--- src/rtl/fu_seq_x.sv ---
// fu_seq_x: sequential MSP430X ALU, byte/word/address width, 1..16 repeats.
// Ports: MCLK/RST_n; in_valid/in_ready accept op,sz,src,dst,rpt_cnt,rpt_zc,
//   Z/V/N/Cin; flush cancels EXEC; done pulses with result,res_wr,Z/V/N/Cout,err.
// Macro FU_ILLEGAL_TRAP_EN: op=F or sz=11 trap with err=1 and result 0xDEAD.
module fu_seq_x #(
   parameter int DATA_W = 20,
   parameter int RPT_W  = 4
) (
   input  logic              MCLK,
   input  logic              RST_n,
   input  logic              in_valid,
   output logic              in_ready,
   input  logic [3:0]        op,
   input  logic [1:0]        sz,
   input  logic [DATA_W-1:0] src,
   input  logic [DATA_W-1:0] dst,
   input  logic [RPT_W-1:0]  rpt_cnt,
   input  logic              rpt_zc,
   input  logic              Zin,
   input  logic              Vin,
   input  logic              Nin,
   input  logic              Cin,
   input  logic              flush,
   output logic              done,
   output logic [DATA_W-1:0] result,
   output logic              res_wr,
   output logic              Zout,
   output logic              Vout,
   output logic              Nout,
   output logic              Cout,
   output logic              err
);
   localparam logic [3:0] OP_MOV  = 4'h0, OP_ADD  = 4'h1, OP_ADDC = 4'h2,
                          OP_SUBC = 4'h3, OP_SUB  = 4'h4, OP_CMP  = 4'h5,
                          OP_DADD = 4'h6, OP_BIT  = 4'h7, OP_BIC  = 4'h8,
                          OP_BIS  = 4'h9, OP_XOR  = 4'hA, OP_AND  = 4'hB,
                          OP_RRC  = 4'hC, OP_RRA  = 4'hD, OP_RLA  = 4'hE,
                          OP_RSV  = 4'hF;
`ifdef FU_ILLEGAL_TRAP_EN
   localparam bit TRAP_EN = 1'b1;
`else
   localparam bit TRAP_EN = 1'b0;
`endif
   localparam logic [DATA_W-1:0] DEAD = DATA_W'(16'hDEAD);

   typedef enum logic {IDLE, EXEC} state_t;
   state_t state_q, state_d;

   logic [3:0]        op_q;
   logic [1:0]        sz_q;
   logic [DATA_W-1:0] src_q, acc_q;
   logic [RPT_W-1:0]  rem_q;
   logic              zc_q, ill_q;
   logic              z_q, v_q, n_q, c_q;

   function automatic logic [DATA_W-1:0] wmask(input logic [1:0] s);
      case (s)
         2'b01:   return DATA_W'(8'hFF);
         2'b10:   return '1;
         default: return DATA_W'(16'hFFFF);
      endcase
   endfunction

   // Illegal encodings fold onto MOV/word; the trap path bypasses the ALU.
   logic              ill_in;
   logic [3:0]        op_in;
   logic [1:0]        sz_in;
   logic [DATA_W-1:0] mask_in;
   assign ill_in  = TRAP_EN && ((op == OP_RSV) || (sz == 2'b11));
   assign op_in   = (op == OP_RSV) ? OP_MOV : op;
   assign sz_in   = (sz == 2'b11) ? 2'b00 : sz;
   assign mask_in = wmask(sz_in);

   assign in_ready = (state_q == IDLE);

   always_ff @(posedge MCLK or negedge RST_n) begin
      if (!RST_n) state_q <= IDLE;
      else        state_q <= state_d;
   end

   always_comb begin
      state_d = state_q;
      unique case (state_q)
         IDLE: if (in_valid) state_d = EXEC;
         EXEC: if (flush || ill_q || rem_q == '0) state_d = IDLE;
      endcase
   end

   logic [DATA_W-1:0] mask, msbm, opb, res, dres;
   logic [DATA_W:0]   cmask, sum;
   logic [4:0]        d;
   logic              cin, ci, sub, dc, upd, nz, nn, nc, nv;

   always_comb begin
      mask  = wmask(sz_q);
      msbm  = mask ^ (mask >> 1);
      cmask = {1'b0, mask} + {{DATA_W{1'b0}}, 1'b1};
      cin   = c_q & ~zc_q;
      sub   = (op_q == OP_SUB) || (op_q == OP_SUBC) || (op_q == OP_CMP);
      opb   = sub ? (~src_q & mask) : src_q;
      case (op_q)
         OP_ADDC, OP_SUBC: ci = cin;
         OP_SUB, OP_CMP:   ci = 1'b1;
         default:          ci = 1'b0;
      endcase
      sum = {1'b0, acc_q} + {1'b0, opb} + {{DATA_W{1'b0}}, ci};
      // BCD chain stops at the top active nibble; higher nibbles stay 0.
      dres = '0;
      dc   = cin;
      d    = '0;
      for (int i = 0; i < DATA_W / 4; i++) begin
         if (mask[4*i]) begin
            d = {1'b0, acc_q[4*i +: 4]} + {1'b0, src_q[4*i +: 4]}
              + {4'b0, dc};
            dc = (d > 5'd9);
            if (dc) d = d - 5'd10;
            dres[4*i +: 4] = d[3:0];
         end
      end
      res = acc_q;
      upd = 1'b1;
      nc  = c_q;
      nv  = v_q;
      unique case (op_q)
         OP_MOV, OP_RSV: begin res = src_q; upd = 1'b0; end
         OP_BIC: begin res = acc_q & ~src_q; upd = 1'b0; end
         OP_BIS: begin res = acc_q | src_q; upd = 1'b0; end
         OP_ADD, OP_ADDC, OP_SUB, OP_SUBC, OP_CMP: begin
            res = sum[DATA_W-1:0] & mask;
            nc  = |(sum & cmask);
            nv  = ((|(acc_q & msbm)) == (|(opb & msbm)))
               && ((|(res & msbm)) != (|(acc_q & msbm)));
         end
         OP_DADD: begin res = dres; nc = dc; nv = 1'b0; end
         OP_AND, OP_BIT: begin
            res = acc_q & src_q;
            nc  = |res;
            nv  = 1'b0;
         end
         OP_XOR: begin
            res = acc_q ^ src_q;
            nc  = |res;
            nv  = (|(src_q & msbm)) & (|(acc_q & msbm));
         end
         OP_RRC: begin
            res = (acc_q >> 1) | (cin ? msbm : '0);
            nc  = acc_q[0];
            nv  = 1'b0;
         end
         OP_RRA: begin
            res = (acc_q >> 1) | (acc_q & msbm);
            nc  = acc_q[0];
            nv  = 1'b0;
         end
         OP_RLA: begin
            res = (acc_q << 1) & mask;
            nc  = |(acc_q & msbm);
            nv  = (|(acc_q & msbm)) ^ (|(res & msbm));
         end
      endcase
      nz = upd ? ~|res : z_q;
      nn = upd ? |(res & msbm) : n_q;
   end

   always_ff @(posedge MCLK or negedge RST_n) begin
      if (!RST_n) begin
         op_q <= '0; sz_q <= '0; src_q <= '0; acc_q <= '0;
         rem_q <= '0; zc_q <= 1'b0; ill_q <= 1'b0;
         z_q <= 1'b0; v_q <= 1'b0; n_q <= 1'b0; c_q <= 1'b0;
         done <= 1'b0; result <= '0; res_wr <= 1'b0; err <= 1'b0;
         Zout <= 1'b0; Vout <= 1'b0; Nout <= 1'b0; Cout <= 1'b0;
      end else begin
         done <= 1'b0;
         if (state_q == IDLE) begin
            if (in_valid) begin
               op_q  <= op_in;
               sz_q  <= sz_in;
               src_q <= src & mask_in;
               acc_q <= dst & mask_in;
               rem_q <= rpt_cnt;
               zc_q  <= rpt_zc;
               ill_q <= ill_in;
               z_q <= Zin; v_q <= Vin; n_q <= Nin; c_q <= Cin;
            end
         end else if (!flush) begin
            if (ill_q) begin
               done   <= 1'b1;
               err    <= 1'b1;
               result <= DEAD;
               res_wr <= 1'b0;
            end else begin
               acc_q <= res;
               z_q <= nz; v_q <= nv; n_q <= nn; c_q <= nc;
               if (rem_q == '0) begin
                  done   <= 1'b1;
                  err    <= 1'b0;
                  result <= res;
                  res_wr <= (op_q != OP_CMP) && (op_q != OP_BIT);
                  Zout <= nz; Vout <= nv; Nout <= nn; Cout <= nc;
               end else begin
                  rem_q <= rem_q - {{(RPT_W-1){1'b0}}, 1'b1};
               end
            end
         end
      end
   end
endmodule

--- config.mk ---
export PLATFORM = sky130hd
export DESIGN_NAME = fu_seq_x
export DESIGN_NICKNAME = d
export VERILOG_FILES = /design/src/rtl/fu_seq_x.sv
export SDC_FILE = /design/constraint.sdc
export NUM_CORES = 1
export LEC_CHECK = 0
export ABC_AREA = 0
export CORE_MARGIN = 3
export CORE_UTILIZATION = 43
export DETAILED_ROUTE_END_ITERATION = 8
export PLACE_DENSITY = 0.66
export SLEW_MARGIN = 20
export SYNTH_ARGS = -nofsm -noshare
export SYNTH_HDL_FRONTEND = slang
export SYNTH_SLANG_ARGS = --single-unit
--- constraint.sdc ---
create_clock -name MCLK -period 9.85 [get_ports MCLK]
set_input_delay 1.4775 -clock MCLK [delete_from_list [all_inputs] [get_ports MCLK]]
set_output_delay 1.4775 -clock MCLK [all_outputs]
set_load 0.02 [all_outputs]
==> impl_metrics.yaml, run 1 <==
clock_tree:
  cts_tree: "yes"
  worstSkewPairLatency_ns: 0.37
  root_buffer: "clkbuf_16"
  cts_made_buffers: 9
  cts_max_level: 3
  holdBufCountCts: 0
  path_clk_slew_ns: 0.07
  clockBufferDepth: 2
  clock_sinks: 82
yosys:
  syn_inst: 1085
  netlist_area_um2: 8540
  ys_top_cells_by_area: "dfrtp_1, ha_1, o21ai_0"
  ys_seq_elements: 82
  yosysSeqAreaShare: 0.240
  yosys_warnings: 0
  synth_top_area_cell: "dfrtp_1"
  synth_top_area_share: 0.240
  synthesis.nets: 1243
  syn_area_per_cell_um2: 7.87
  async_flop_share: 1.00
  synthDistinctLibCells: 78
  synthFlopType: "dfrtp_1"
  synth-edff-count: 0
critical_path:
  ff2ff_path_depth: 39
  cp-end-kind: "flop"
  path_class: "flop to flop"
  cp.arrival_ns: 9.66
  slowest_delay_ns: 0.57
  cp.required_ns: 10.11
  cpMostUsedCell: "fa_1"
  path_max_fanout: 5
  start_kind: "flop"
  slowest_stage: "or4_1"
timing:
  hold_ws_ns: 0.472
  setup-violations-final: 0
  fmaxAchievable_mhz: 106
  finalHoldViolCount: 0
  worst_pin_slew_ns: 1.19
  fin_crit_sh: 0.955
  slew_violations: 0
  skew_ns: 0.0162
  max_slew_margin: 0.203
  finalCriticalPeriod_ns: 9.41
pwr:
  leakage_nw: 4.34
  p_per_area_nw_per_um2: 421
  power_mw: 4.21
  max-vdd-ir-drop_mv: 0.150
layout:
  drive_gt1_frac: 0.0650
  diodes: 0
  fin_nets: 1307
  syn_to_final_growth_pct: 17.1
  layout.cells.non_filler: 1414
  final_util: 0.524
grt:
  grt_start_max_net_pins: 50
  antenna_found_initial: 0
  grt_util_met1: 0.412
  grtUsageMet2: 0.431
  grt-ovfl-total: 0
  grt_pass1_vias: 8784
  grt_use_met3: 0.0716
  grt_pass1_wl_um: 50500
  grt_usage: 0.296
  grt_busiest_layer: "met2"
floorplan:
  die_y_um: 147
  start_util: 0.447
  rows: 50
  die-area_um2: 21600
  io_pins: 87
  die_w_um: 147
  coreArea_um2: 19100
detailed_routing:
  drt-initial-drc-count: 1251
  routed_wl_um: 32400
  vias: 9099
  drc: 0
  dr.pass1.iters: 8
  vias_per_cell: 6.43
  drt.antenna.violating_nets: 0
  routedWlPerCell_um: 22.9
placed_design:
  hpwl_um: 23400
  numPortBuffers: 85
  place_congestion: 1.02
  dp.cells: 1394
hold_path:
  whs_path_depth: 2
  hold_class: "flop to flop"
run_status:
  status: "finished, final reports clean"
job:
  maxCapViolations: 0
-- cells by family after synthesis --
group | count (synthesis) | share of synthesized area
xor gates and xnor gates | 35 | 0.0368
muxes | 16 | 0.0192
adders and majority gates | 106 | 0.164
other | 1 | 0.000439
DFF | 82 | 0.240
and+or+nand+nor | 328 | 0.178
buffers and inverters | 130 | 0.0689
AOI/OAI and AO/OA | 387 | 0.292
-- cell type report --
cell class	count	area, um2
Inverter	74	278
Clock buffer	9	225
Timing Repair Buffer	109	1030
Clock inverter	7	106
Sequential cell	82	2050
Multi-Input combinational cell	873	5980
Fill cell	1829	9080
Tap cell	260	325
-- synth_stat cells (8+ instances only) --
library cell / instances
o21ai_1: 8
ha_1: 87
a221oi_1: 9
or3_1: 9
nor4_1: 10
nand4_1: 10
mux2i_1: 13
dfrtp_1: 82
fa_1: 12
o22ai_1: 22
buf_2: 14
o21ai_0: 110
nor2b_1: 9
nand3_1: 26
a31oi_1: 17
xor2_1: 10
nor2_1: 66
nand2_1: 146
a211oi_1: 13
nor3_1: 12
a22oi_1: 21
a21o_1: 21
xnor2_1: 24
o211ai_1: 11
inv_1: 72
nand2b_1: 15
clkbuf_1: 27
a21oi_1: 75
buf_6: 9
-- per-stage QoR --
stage | instance area [um2] | TNS [ns] | setup slack (ns)
final | 10000 | 0 | 0.443
after global routing | 10000 | -0.00404 | -0.00404
after CTS | 9890 | 0 | 0.0451
after detailed placement | 9560 | 0 | 0.117
after global placement | 9560 | 0 | 0.406
after floorplan | 8540 | 0 | 0.816
-- cell usage in the layout (no fill, tap or decap), types with 5 or more instances in the layout --
master,count
nand2_1,146
o21ai_0,109
ha_1,87
clkdlybuf4s50_1,84
dfrtp_1,80
a21oi_1,73
inv_1,72
nor2_1,64
nand3_1,26
buf_4,25
o22ai_1,22
a21o_1,21
xnor2_1,21
a22oi_1,21
a31oi_1,17
nand2b_1,14
mux2i_1,13
a211oi_1,12
nor3_1,11
o211ai_1,11
nand4_1,10
nor4_1,10
fa_1,10
xor2_1,9
o21ai_1,9
or3_1,9
a221oi_1,9
clkbuf_16,9
nor2b_1,8
o21a_1,7
o221ai_1,7
and2_1,6
and3_1,6
a221o_1,6
a211o_1,5
maj3_1,5
a32oi_1,5
-- worst paths after layout --
check	slack, ns	startpoint	end
setup / recovery	0.44	zc_q$_DFFE_PN0P_	z_q$_DFFE_PN0P_
hold / removal	0.47	zc_q$_DFFE_PN0P_	zc_q$_DFFE_PN0P_
setup reg to reg	0.44	zc_q$_DFFE_PN0P_	z_q$_DFFE_PN0P_
hold reg to reg	0.47	zc_q$_DFFE_PN0P_	zc_q$_DFFE_PN0P_
max in group asynchronous	7.73	RST_n	op_q[1]$_DFFE_PN0P_
min in group asynchronous	1.10	RST_n	src_q[9]$_DFFE_PN0P_
-- state kept, by name, indices dropped and copies added, names as in the netlist, 2 cells and up --
name and cells:
acc_q 20, result 20, src_q 20, op_q 4, rem_q 4, sz_q 2
-- power by group --
part | internal (mW) | leakage (nW) | total (mW) | switching (mW)
sequential | 0.467 | 1.04 | 0.662 | 0.195
combinational | 1.19 | 3.14 | 3.14 | 1.95
clock | 0.227 | 0.163 | 0.402 | 0.174
-- layer usage --
| metal | up-vias | share of wire |
|---|---|---|
| li1 | 4081 | - |
| met1 | 4259 | 0.42 |
| met2 | 624 | 0.42 |
| met3 | 135 | 0.11 |
| met4 | 0 | 0.050 |
| met5 | - | 0 |
-- timing repair --
action | 4_1_cts | 5_1_grt
setup buffers | 0 | 4
gates resized for setup | 0 | 15
setup endpoints to repair | 0 | 4
-- critical path, delay by kind of cell (launching register included) --
family	cells	cell delay, ns
mux	1	0.27
compound gates	10	2.30
simple gates	11	1.81
xor+xnor	2	0.39
flops	1	0.37
fa+ha+maj	10	3.69
buf+inv	5	0.47
Power figures use the tool's default switching activity.
==> run 2, diff against run 1 <==
==> constraint.sdc (replaced) <==
create_clock -name MCLK -period 12.05 [get_ports MCLK]
set_input_delay 1.8075 -clock MCLK [delete_from_list [all_inputs] [get_ports MCLK]]
set_output_delay 1.8075 -clock MCLK [all_outputs]
set_load 0.02 [all_outputs]
==> impl_metrics.yaml, run 2 (synthesized netlist as in run 1, its figures left out) <==
clock_tree:
  clockBufferDepth: 2
  path_clk_slew_ns: 0.08
  cts_tree: "yes"
  cts_made_buffers: 9
  cts_max_level: 3
  cts-resized-gates: 0
  post_cts_buffers: 0
  root_buffer: "clkbuf_16"
  worstSkewPairLatency_ns: 0.37
  holdBufCountCts: 0
  clock_sinks: 82
placed_design:
  numPortBuffers: 85
  place_congestion: 0.993
  pre_cts_ws_ns: 2.09
  hpwl_um: 23700
  dp.cells: 1392
timing:
  setup_slack_ns: 1.93
  worst_pin_slew_ns: 1.10
  fmaxAchievable_mhz: 98.8
  max_slew_margin: 0.264
  setup-violations-final: 0
  fin_crit_sh: 0.840
  skew_ns: 0.0110
  rsz0062_at_grt: "false"
  finalHoldViolCount: 0
  setup_tns_ns: 0
  finalCriticalPeriod_ns: 10.12
  slew_violations: 0
detailed_routing:
  routedWlPerCell_um: 23.2
  routed_wl_um: 32700
  drt.antenna.violating_nets: 0
  vias: 8907
  drt-initial-drc-count: 1101
  dr.pass1.iters: 8
  vias_per_cell: 6.33
  drc: 0
critical_path:
  r2r-start: "acc_q[0]$_DFFE_PN0P_"
  r2r-end: "z_q$_DFFE_PN0P_"
  cp.arrival_ns: 10.40
  cp.required_ns: 12.33
  cpMostUsedCell: "fa_1"
  path_max_fanout: 7
  ff2ff_path_depth: 39
  slowest_delay_ns: 0.57
  slowest_stage: "or4_1"
  cp-end-kind: "flop"
  path_class: "flop to flop"
  start_kind: "flop"
  rrSetupSlack_ns: 1.93
grt:
  grt_pass1_vias: 8565
  antenna_found_initial: 1
  grt_usage: 0.297
  grt_start_max_net_pins: 62
  grt-ovfl-total: 0
  grt_pass1_wl_um: 50200
layout:
  syn_to_final_growth_pct: 15.5
  reg.largest.list: "acc_q: 20 flops, result: 20 flops, src_q: 20 flops"
  fillers: 1871
  diodes: 0
  layout.cells.non_filler: 1408
  fin_nets: 1301
  final_common_cell: "nand2_1"
  drive_gt1_frac: 0.0488
  final_cell_mix: "nand2_1, o21ai_0, ha_1"
hold_path:
  min_from: "zc_q$_DFFE_PN0P_"
  hold_class: "flop to flop"
  whs_path_depth: 2
  min_to: "zc_q$_DFFE_PN0P_"
run_status:
  status: "finished, final reports clean"
floorplan:
  coreArea_um2: 19100
  die_w_um: 147
  die_y_um: 147
  start_util: 0.447
  rows: 50
  die-area_um2: 21600
  io_pins: 87
pwr:
  max-vdd-ir-drop_mv: 0.130
  p_per_area_nw_per_um2: 338
  leakage_nw: 4.28
job:
  maxCapViolations: 0
## run 2: power breakdown
part / internal (mW) / switching, mW / leakage, nW / total, mW
clock: 0.149 / 0.153 / 0.150 / 0.302
combinational: 0.919 / 1.57 / 3.10 / 2.49
sequential: 0.381 / 0.161 / 1.04 / 0.541
## run 2: how the worst max path moves through the flow
| stage | from | endpoint | slack (ns) |
|---|---|---|---|
| after floorplan | acc_q[0]$_DFFE_PN0P_ | z_q$_DFFE_PN0P_ | 3.02 |
| after global placement | acc_q[0]$_DFFE_PN0P_ | z_q$_DFFE_PN0P_ | 2.31 |
| after detailed placement | acc_q[0]$_DFFE_PN0P_ | z_q$_DFFE_PN0P_ | 2.09 |
| after CTS | acc_q[0]$_DFFE_PN0P_ | z_q$_DFFE_PN0P_ | 2.05 |
| after global routing | acc_q[0]$_DFFE_PN0P_ | z_q$_DFFE_PN0P_ | 1.23 |
| final | acc_q[0]$_DFFE_PN0P_ | z_q$_DFFE_PN0P_ | 1.93 |
## run 2: area by class of cell
cell class | count | area (um2) | area share
well taps | 260 | 325 | 0.0330
multi-input cells | 873 | 5910 | 0.600
clock inverters | 7 | 81.3 | 0.00825
flip-flops and latches | 82 | 2050 | 0.208
repair buffers | 103 | 983 | 0.0997
inverters | 74 | 278 | 0.0282
clock buffers | 9 | 225 | 0.0228
## run 2: layer usage
metal | wire length (um) | vias up | track usage
met3 | 3630 | 101 | 0.0731
met5 | 34 | - | 0
met2 | 14000 | 565 | 0.448
met4 | 1250 | 2 | 0.119
met1 | 13800 | 4165 | 0.409
li1 | - | 4074 | -
## run 2: stage by stage
stage / hold WS [ns] / area (um2) / power [mW] / util
floorplan: 0.437 / 8540 / 2.20 / -
global placement: 0.453 / 9550 / 2.93 / 0.500
detailed placement: 0.455 / 9550 / 2.94 / 0.501
CTS: 0.473 / 9860 / 3.25 / 0.517
global route: 0.508 / 9860 / 3.57 / 0.517
finish: 0.470 / 9860 / 3.33 / 0.517
## run 2: worst max-delay path: cells and delay by family (launching register included)
| kind | cells | cell delay (ns) |
|---|---|---|
| adder cells (fa/ha/maj) | 10 | 3.59 |
| AO/OA/AOI/OAI | 12 | 3.19 |
| AND/OR/NAND/NOR | 8 | 1.44 |
| XOR/XNOR | 2 | 0.57 |
| buffers and inverters | 6 | 0.54 |
| flip-flops | 1 | 0.43 |
| multiplexers | 1 | 0.27 |
